==> src/rtl/life_pkg.sv <==
// Shared types and helpers for the 4x4 Game of Life engine.
package life_pkg;

  localparam int BOARD_DIM = 4;
  localparam int CELLS     = 16;

  typedef logic [3:0] cell_idx_t;

  typedef enum logic [1:0] {
    IDLE       = 2'd0,
    COMPUTE    = 2'd1,
    WAIT_FRAME = 2'd2
  } state_t;

  // Linear board index of column x, row y: y*4+x.
  function automatic cell_idx_t cell_idx(input logic [1:0] x, input logic [1:0] y);
    return {y, x};
  endfunction

endpackage

==> src/rtl/life_cell_rule.sv <==
// Combinational Game of Life rule for one cell of the 4x4 board.
// Counts the eight neighbours of cell idx_i and applies the birth/survival rule.
// Build option LIFE_TORUS_EN: neighbour coordinates wrap modulo 4 (toroidal
// board); without it, neighbours outside the board count as dead.
module life_cell_rule
  import life_pkg::*;
(
  input  logic [15:0] board_i,
  input  logic [3:0]  idx_i,
  output logic        next_o,
  output logic [3:0]  count_o
);

  logic [1:0] x;
  logic [1:0] y;
  logic [3:0] cnt;

  assign x = idx_i[1:0];
  assign y = idx_i[3:2];

  // Sum the live neighbours around (x, y).
  always_comb begin
    int nx;
    int ny;
    cnt = 4'd0;
    nx  = 0;
    ny  = 0;
    for (int dy = -1; dy <= 1; dy++) begin
      for (int dx = -1; dx <= 1; dx++) begin
        if (!(dx == 0 && dy == 0)) begin
          nx = int'(x) + dx;
          ny = int'(y) + dy;
`ifdef LIFE_TORUS_EN
          // Truncating to two bits folds -1 to 3 and 4 to 0.
          cnt = cnt + {3'b000, board_i[cell_idx(2'(nx), 2'(ny))]};
`else
          if (nx >= 0 && nx < BOARD_DIM && ny >= 0 && ny < BOARD_DIM)
            cnt = cnt + {3'b000, board_i[cell_idx(2'(nx), 2'(ny))]};
`endif
        end
      end
    end
  end

  // Birth on exactly three, survival on two or three.
  always_comb begin
    next_o  = (cnt == 4'd3) || (board_i[idx_i] && (cnt == 4'd2));
    count_o = cnt;
  end

endmodule

==> src/rtl/life_4x4_stepper.sv <==
// Generation engine for the 4x4 Game of Life board.
// Computes the next generation one cell per clock from the frozen current
// board, then commits it on a frame tick so the display never tears.
// Build option LIFE_TORUS_EN (handled in life_cell_rule) selects a toroidal
// board; ports and timing are identical either way.
module life_4x4_stepper
  import life_pkg::*;
#(
  parameter logic [15:0] INIT_BOARD = 16'h0000,
  parameter int          FRAME_DIV  = 30
) (
  input  logic        clk,
  input  logic        reset,
  input  logic        frame_tick,
  input  logic        step,
  input  logic        run,
  input  logic        load,
  input  logic [15:0] seed,
  output logic [15:0] alive,
  output logic        busy,
  output logic        stable,
  output logic [15:0] gen_count
);

  localparam logic [7:0] DIV_LAST = 8'(FRAME_DIV - 1);

  state_t      state_q, state_d;
  cell_idx_t   idx_q, idx_d;
  logic [15:0] next_q, next_d;
  logic [7:0]  div_q, div_d;
  logic        gen_req_q, gen_req_d;
  logic [15:0] alive_q, alive_d;
  logic [15:0] gen_count_q, gen_count_d;
  logic        stable_q, stable_d;
  logic        busy_q;

  logic        start_gen;
  logic        compute_en;
  logic        commit;
  logic        div_wrap;
  logic        rule_next;
  logic [3:0]  rule_count;
  logic        cell_next;

  life_cell_rule u_rule (
    .board_i (alive_q),
    .idx_i   (idx_q),
    .next_o  (rule_next),
    .count_o (rule_count)
  );

  // An isolated cell can never be alive next generation.
  assign cell_next = rule_next && (rule_count != 4'd0);

  // FSM state register.
  always_ff @(posedge clk or posedge reset) begin
    if (reset) state_q <= IDLE;
    else       state_q <= state_d;
  end

  // FSM next state; load overrides everything and abandons any generation.
  always_comb begin
    state_d = state_q;
    if (load) begin
      state_d = IDLE;
    end else begin
      case (state_q)
        IDLE:       if (step || gen_req_q) state_d = COMPUTE;
        COMPUTE:    if (idx_q == 4'd15)    state_d = WAIT_FRAME;
        WAIT_FRAME: if (frame_tick)        state_d = IDLE;
        default:                           state_d = IDLE;
      endcase
    end
  end

  // FSM outputs: datapath strobes decoded from the current state.
  always_comb begin
    start_gen  = (state_q == IDLE) && (step || gen_req_q) && !load;
    compute_en = (state_q == COMPUTE) && !load;
    commit     = (state_q == WAIT_FRAME) && frame_tick && !load;
  end

  // Datapath next-state: cell walk, frame divider, request latch and commit.
  always_comb begin
    div_wrap = frame_tick && (div_q == DIV_LAST);
    div_d    = div_q;
    if (frame_tick) div_d = div_wrap ? 8'd0 : div_q + 8'd1;

    gen_req_d = gen_req_q;
    if (start_gen)      gen_req_d = 1'b0;
    if (div_wrap && run) gen_req_d = 1'b1;
    if (load)           gen_req_d = 1'b0;

    idx_d  = idx_q;
    next_d = next_q;
    if (compute_en) begin
      next_d[idx_q] = cell_next;
      idx_d         = idx_q + 4'd1;
    end
    if (start_gen || load) idx_d = 4'd0;

    alive_d     = alive_q;
    gen_count_d = gen_count_q;
    stable_d    = stable_q;
    if (load) begin
      alive_d     = seed;
      gen_count_d = 16'd0;
      stable_d    = 1'b0;
    end else if (commit) begin
      alive_d     = next_q;
      gen_count_d = gen_count_q + 16'd1;
      stable_d    = (next_q == alive_q);
    end
  end

  // Datapath registers and the registered busy decode.
  always_ff @(posedge clk or posedge reset) begin
    if (reset) begin
      idx_q       <= 4'd0;
      next_q      <= 16'd0;
      div_q       <= 8'd0;
      gen_req_q   <= 1'b0;
      alive_q     <= INIT_BOARD;
      gen_count_q <= 16'd0;
      stable_q    <= 1'b0;
      busy_q      <= 1'b0;
    end else begin
      idx_q       <= idx_d;
      next_q      <= next_d;
      div_q       <= div_d;
      gen_req_q   <= gen_req_d;
      alive_q     <= alive_d;
      gen_count_q <= gen_count_d;
      stable_q    <= stable_d;
      busy_q      <= (state_d != IDLE);
    end
  end

  assign alive     = alive_q;
  assign busy      = busy_q;
  assign stable    = stable_q;
  assign gen_count = gen_count_q;

endmodule
==> config.mk <==
export PLATFORM = sky130hd
export DESIGN_NAME = life_4x4_stepper
export DESIGN_NICKNAME = d
export VERILOG_FILES = /design/src/rtl/life_pkg.sv /design/src/rtl/life_cell_rule.sv /design/src/rtl/life_4x4_stepper.sv
export SDC_FILE = /design/constraint.sdc
export NUM_CORES = 1
export LEC_CHECK = 0
export BUFFER_PORTS_ARGS = -buffer_cell sky130_fd_sc_hd__buf_2
export CORE_MARGIN = 1.5
export CORE_UTILIZATION = 50
export DETAILED_ROUTE_END_ITERATION = 10
export PLACE_DENSITY = 0.81
export SYNTH_ARGS = -nofsm -noshare
export SYNTH_HDL_FRONTEND = slang
export SYNTH_SLANG_ARGS = --single-unit
export TNS_END_PERCENT = 50
==> constraint.sdc <==
create_clock -name clk -period 8.8 [get_ports clk]
set_input_delay 2.64 -clock clk [delete_from_list [all_inputs] [get_ports clk]]
set_output_delay 2.64 -clock clk [all_outputs]
set_load 0.03 [all_outputs]
# Word level (Yosys, flattened, before mapping)
# Cells that the tools add are included.
# word_totals
ff_bits	65
inputBits	22
output_inout_bits	34
wordCells	137
# classes
n_addsub	14
magnitude_cmp	22
n_eq_ne	7
muxes	46
reduce_logical	39
# ops
cell	count
$ge A32 B1 Y1 const B	4
$lt A32 B4 Y1 const B	4
$mux W16	4
$lt A4 B5 Y1 const B	9
$bmux W1 S4	9
$mux W4	9
$logic_and A1 B1 Y1	29
$add A4 B1 Y4	6
$add A16 B1 Y16 const B	1
$bwmux W16	1
$eq A16 B16 Y1	1
$mux W1	16
$add A3 B1 Y4 const B	2
$add A8 B1 Y8 const B	1
$eq A4 B2 Y1 const B	2
$eq A8 B5 Y1 const B	1
$mux W2	4
$mux W8	1
$add A2 B1 Y3 const B	2
$lt A2 B3 Y1 const B	2
$pmux W2 S3	1
$reduce_bool A2 Y1	3
$add A4 B1 Y4 const B	1
$demux W1 S4	1
other kinds (11)	14

# Longest topological paths before layout
# depth
ltp_word	25
ltp_mapped	34
mapped_depth_nobuf	30

# Hierarchy
# From an unflattened synthesis, not the netlist that was laid out.
# hier_totals
hier_cells	433
area_unflattened_um2	4580.6
# modules_own_cells
module	instances	cells_per_inst	area_per_inst_um2	seq_area_each_um2
life_4x4_stepper	1	317	3288.2	1626.6
life_cell_rule	1	116	1292.5	0.0

# Worst setup path before layout
# No wires, ideal clock.
# synth_path
kind	reg2reg
start	register idx_q[0]
end	register next_q[1]
setup_time_ns	0.074
arrival_ns	7.605
required_ns	8.726
setup_slack_ns	1.121
path_stages_with_launch	34
path_buffers	4
synth_period_minus_slack_ns	7.679
cell_sequence	dfrtp_1 -> clkbuf_1 -> buf_2 -> inv_1 -> ha_1 -> buf_1 -> mux4_2 -> mux4_2 -> nor3b_1 -> ha_1 -> nor2b_1 -> ha_1 -> ha_1 -> mux2i_1 -> nor2_1 -> ha_1 -> nand2b_1 -> nand2_1 -> ha_1 -> nor2_1 -> a31oi_2 -> ha_1 -> mux2_2 -> ha_1 -> mux2_2 -> ha_1 -> nor2b_1 -> xnor3_1 -> xor3_1 -> or3_4 -> a2bb2oi_4 -> buf_6 -> nand4_1 -> o21ai_2
# synth_via
elab_chain_cells	25
word_cells_on_any_way	72
classes_between	add/sub: 9; order compare: 8; eq/ne: 2; mux: 29; reduce/logical: 24
# synth_rtl
item	line	text
from (decl)	life_4x4_stepper.sv:28	cell_idx_t idx_q, idx_d;
from (signal assigned)	life_4x4_stepper.sv:128	idx_q <= idx_d;
$add A3 B1 Y4	life_cell_rule.sv:31	nx = int'(x) + dx;
$ge A32 B1 Y1 or $lt A32 B4 Y1 (tied branches)	life_cell_rule.sv:37	if (nx >= 0 && nx < BOARD_DIM && ny >= 0 && ny < BOARD_DIM)
$logic_and A1 B1 Y1 (3 in series)	life_cell_rule.sv:37	
$mux W1	life_cell_rule.sv:37	
$add A1 B1 Y2	life_cell_rule.sv:38	cnt = cnt + {3'b000, board_i[cell_idx(2'(nx), 2'(ny))]};
$mux W4	life_cell_rule.sv:37	
$add A4 B1 Y4	life_cell_rule.sv:38	
$mux W4	life_cell_rule.sv:37	
[... 7 more ...]	n/a	
$mux W4	life_cell_rule.sv:37	
$add A4 B1 Y4	life_cell_rule.sv:38	
$mux W4	life_cell_rule.sv:37	
$eq A4 B2 Y1	life_cell_rule.sv:47	next_o = (cnt == 4'd3) || (board_i[idx_i] && (cnt == 4'd2));
$logic_and A1 B1 Y1	life_cell_rule.sv:47	
$logic_or A1 B1 Y1	life_cell_rule.sv:47	
$logic_and A1 B1 Y1	life_4x4_stepper.sv:53	assign cell_next = rule_next && (rule_count != 4'd0);
$bwmux W16 *	life_4x4_stepper.sv:97	next_d[idx_q] = cell_next;
to (signal assigned)	life_4x4_stepper.sv:129	next_q <= next_d;
to (decl)	life_4x4_stepper.sv:29	logic [15:0] next_q, next_d;
# Every way passes the cells marked *; elsewhere a longest branch is shown, timed or not. The select of a mux whose other input is x is not followed.
# A chain may end at the register's enable or synchronous reset.

# Final worst setup path
# layout_path
start	register idx_q[1]
end	register next_q[7]
# Same word-level chain as after synthesis.

==> run_results.csv <==
group,metric,value,unit
place,dp_hpwl,7400,µm
synth,syn-instance-count,467,
floorplan,start_util,52.2,%
sta,min_period_over_period,90.1,%
clock_tree,cts_root_buf,"clkbuf_8",
run,maxCapViolCount,0,
detailed_routing,vias,3745,
place,port_buffers,55,
grt,gr-total-overflow,0,
synth,synth_seq_cells,65,
worst_setup_path,critPathMaxFanout,16,
clock_tree,cts_hold_buf,0,
clock_tree,cts.sinks,65,
synth,netlist_top_cells_area,"dfrtp_1 35%, mux4_2 10%, ha_1 7.3%",
grt,first_global_vias,3644,
outcome,status,"finished, final reports clean",
sta,fin_tns_setup,0,ns
clock_tree,htreeDepth,3,
synth,synth.avg_cell_area,9.89,µm²
sta,tightest_slew,1.22,ns
worst_setup_path,crit_path_frequent_cell,"ha_1",
grt,grt_pass1_wl,17700,µm
worst_setup_path,cp-startpoint,"idx_q[1]",
worst_setup_path,crit_end,"next_q[7]",
worst_setup_path,cpLargestDelayFamily,"adder cells",
sta,rsz0062_at_grt,"false",
detailed_routing,drt_iter0_markers,322,
synth,synth_edf_count,0,
worst_setup_path,end_kind,"flop",
synth,synth_largest_area_cell,"dfrtp_1",
power_and_ir_drop,irDropWorstVdd,120,µV
grt,antenna_found_initial,0,
sta,relSlewSlack,18.6,%
detailed_routing,totalWireLength,10300,µm
layout,drive_above_1_share,23.2,%
min_path,hp-class,"flop to flop",
power_and_ir_drop,fin_total_pwr,0.820,mW
worst_setup_path,cp-start-kind,"flop",
detailed_routing,ant_nets,0,
detailed_routing,drc,0,
floorplan,dieHeight,99.1,µm
layout,nNetsFinal,553,
detailed_routing,drt_first_pass_iters,4,
sta,slew_viol_final,0,
sta,hold_viol,0,
synth,synth_area,4620,µm²
synth,async_flop_share,100,%
worst_setup_path,crit_type,"flop to flop",
layout,syn2layout_area_growth,10.6,%
worst_setup_path,rr_worst_depth,29,
place,gp_congestion,0.895,
layout,diodes,0,
worst_setup_path,r2r_end,"next_q[7]",
clock_tree,clockBufferDepth,2,
layout,ff_latch_area,1630,µm²
worst_setup_path,crit_buf_inv,1,
synth,ys.flop_type,"dfrtp_1",
clock_tree,clk_pin_slew,0.08,ns
layout,multi_input_area,2790,µm²
synth,yosysTopAreaCellShare,35.2,%
worst_setup_path,critPathArrivalTime,8.21,ns
detailed_routing,wire_per_inst,16.8,µm
worst_setup_path,reg2reg_slack,0.87,ns
floorplan,num_rows,34,
worst_setup_path,crit_required,9.09,ns
sta,clock_skew,0.0152,ns
synth,syn-num-nets,516,
floorplan,core-area,8850,µm²
worst_setup_path,slowest_stage,"mux4_2",
synth,ys_seq_area_share,35.2,%
grt,track_usage,22.5,%
grt,grt_max_degree,66,
sta,setup_viol,0,
power_and_ir_drop,power_leakage,2.30,nW
floorplan,dieWidth,99.1,µm
worst_setup_path,rr_startpoint,"idx_q[1]",
power_and_ir_drop,p_per_area,161,nW/µm²
sta,max_freq,126,MHz
clock_tree,cts_tree,"yes",
layout,layout_commonest_cell,"dfrtp_1",
synth,synth_cell_types,52,
worst_setup_path,crit_cells,29,
floorplan,die-area,9820,µm²
detailed_routing,vias_per_cell,6.07,
worst_setup_path,slowest_delay,0.59,ns
layout,fill_cells,747,
clock_tree,clk_latency,0.36,ns
clock_tree,cts_setup_buffers,0,
sta,finalCriticalPeriod,7.93,ns
synth,ys_warn_count,0,
clock_tree,cts_made_buffers,9,
floorplan,ios,56,
layout,final_cell_mix,"65 x dfrtp_1, 55 x buf_2, 53 x nand2_1",
clock_tree,cts_resized,0,
-- layout make-up --
type,instances,area share (%)
multi-input combinational,357,54.6
sequential,65,31.8
timing repair buffer,58,5.83
clock buffer,11,2.96
tap,108,2.65
clock inverter,5,1.18
inverter,13,0.955
-- state kept, by name, indices dropped and copies added, names as in the netlist --
name       cells
gen_req_q      1
alive         16
gen_count     16
next_q        16
state_q        2
busy           1
div_q          8
stable         1
idx_q          4
-- cell families (layout without fill, tap and decap cells) --
kind of cell             after synthesis  after routing  share of synthesized area (%)
AND/OR/NAND/NOR                      174            174                           18.9
flip-flops                            65             65                           35.2
adder cells (fa/ha/maj)               27             27                           7.32
buffers and inverters                 45             87                           4.39
AO/OA/AOI/OAI                         66             66                           9.10
XOR/XNOR                              44             44                           9.27
multiplexers                          46             46                           15.8
-- worst min path at each step --
stage / from / to / slack, ns / cells after the start
floorplan: div_q[7] / div_q[7] / 0.44 / 1
global placement: div_q[7] / div_q[7] / 0.46 / 1
detailed placement: div_q[7] / div_q[7] / 0.47 / 1
CTS: div_q[7] / div_q[7] / 0.48 / 1
global route: div_q[7] / div_q[7] / 0.53 / 1
finish: div_q[7] / div_q[7] / 0.50 / 1
-- report_power, final --
part / internal [mW] / switching (mW)
clock: 0.148 / 0.125
sequential: 0.322 / 0.0337
combinational: 0.0846 / 0.108
-- metal layers --
layer | part of all wire (%) | global-route usage (%) | wire, µm
met1 | 44 | 30.8 | 4570
met2 | 49 | 36.1 | 5060
met3 | 5.7 | 4.85 | 591
met4 | 1.2 | 7.04 | 126
met5 | 0 | 0 | 0
-- metrics by stage --
stage / worst slack [ns] / instance area [µm²] / std cells / hold slack [ns] / utilization, %
after detailed placement: 0.925 / 4900 / 601 / 0.472 / 55.3
after floorplan: 1.12 / 4620 / 467 / 0.443 / -
after global placement: 1.26 / 4900 / 601 / 0.461 / 55.3
after CTS: 0.858 / 5110 / 617 / 0.484 / 57.7
final: 0.872 / 5110 / 617 / 0.497 / 57.7
after global routing: 0.375 / 5110 / 617 / 0.530 / 57.7
-- cells in the mapped netlist (all sizes together) (5+ instances only) --
library cell	count
a21oi	9
buf	18
clkbuf	14
dfrtp	65
ha	27
inv	13
mux2i	22
mux4	21
nand2	53
nand3	31
nand4	22
nor2	29
nor2b	9
nor3	5
o21ai	45
or3	6
xnor2	16
xor2	25
(Power assumes the default switching activity.)
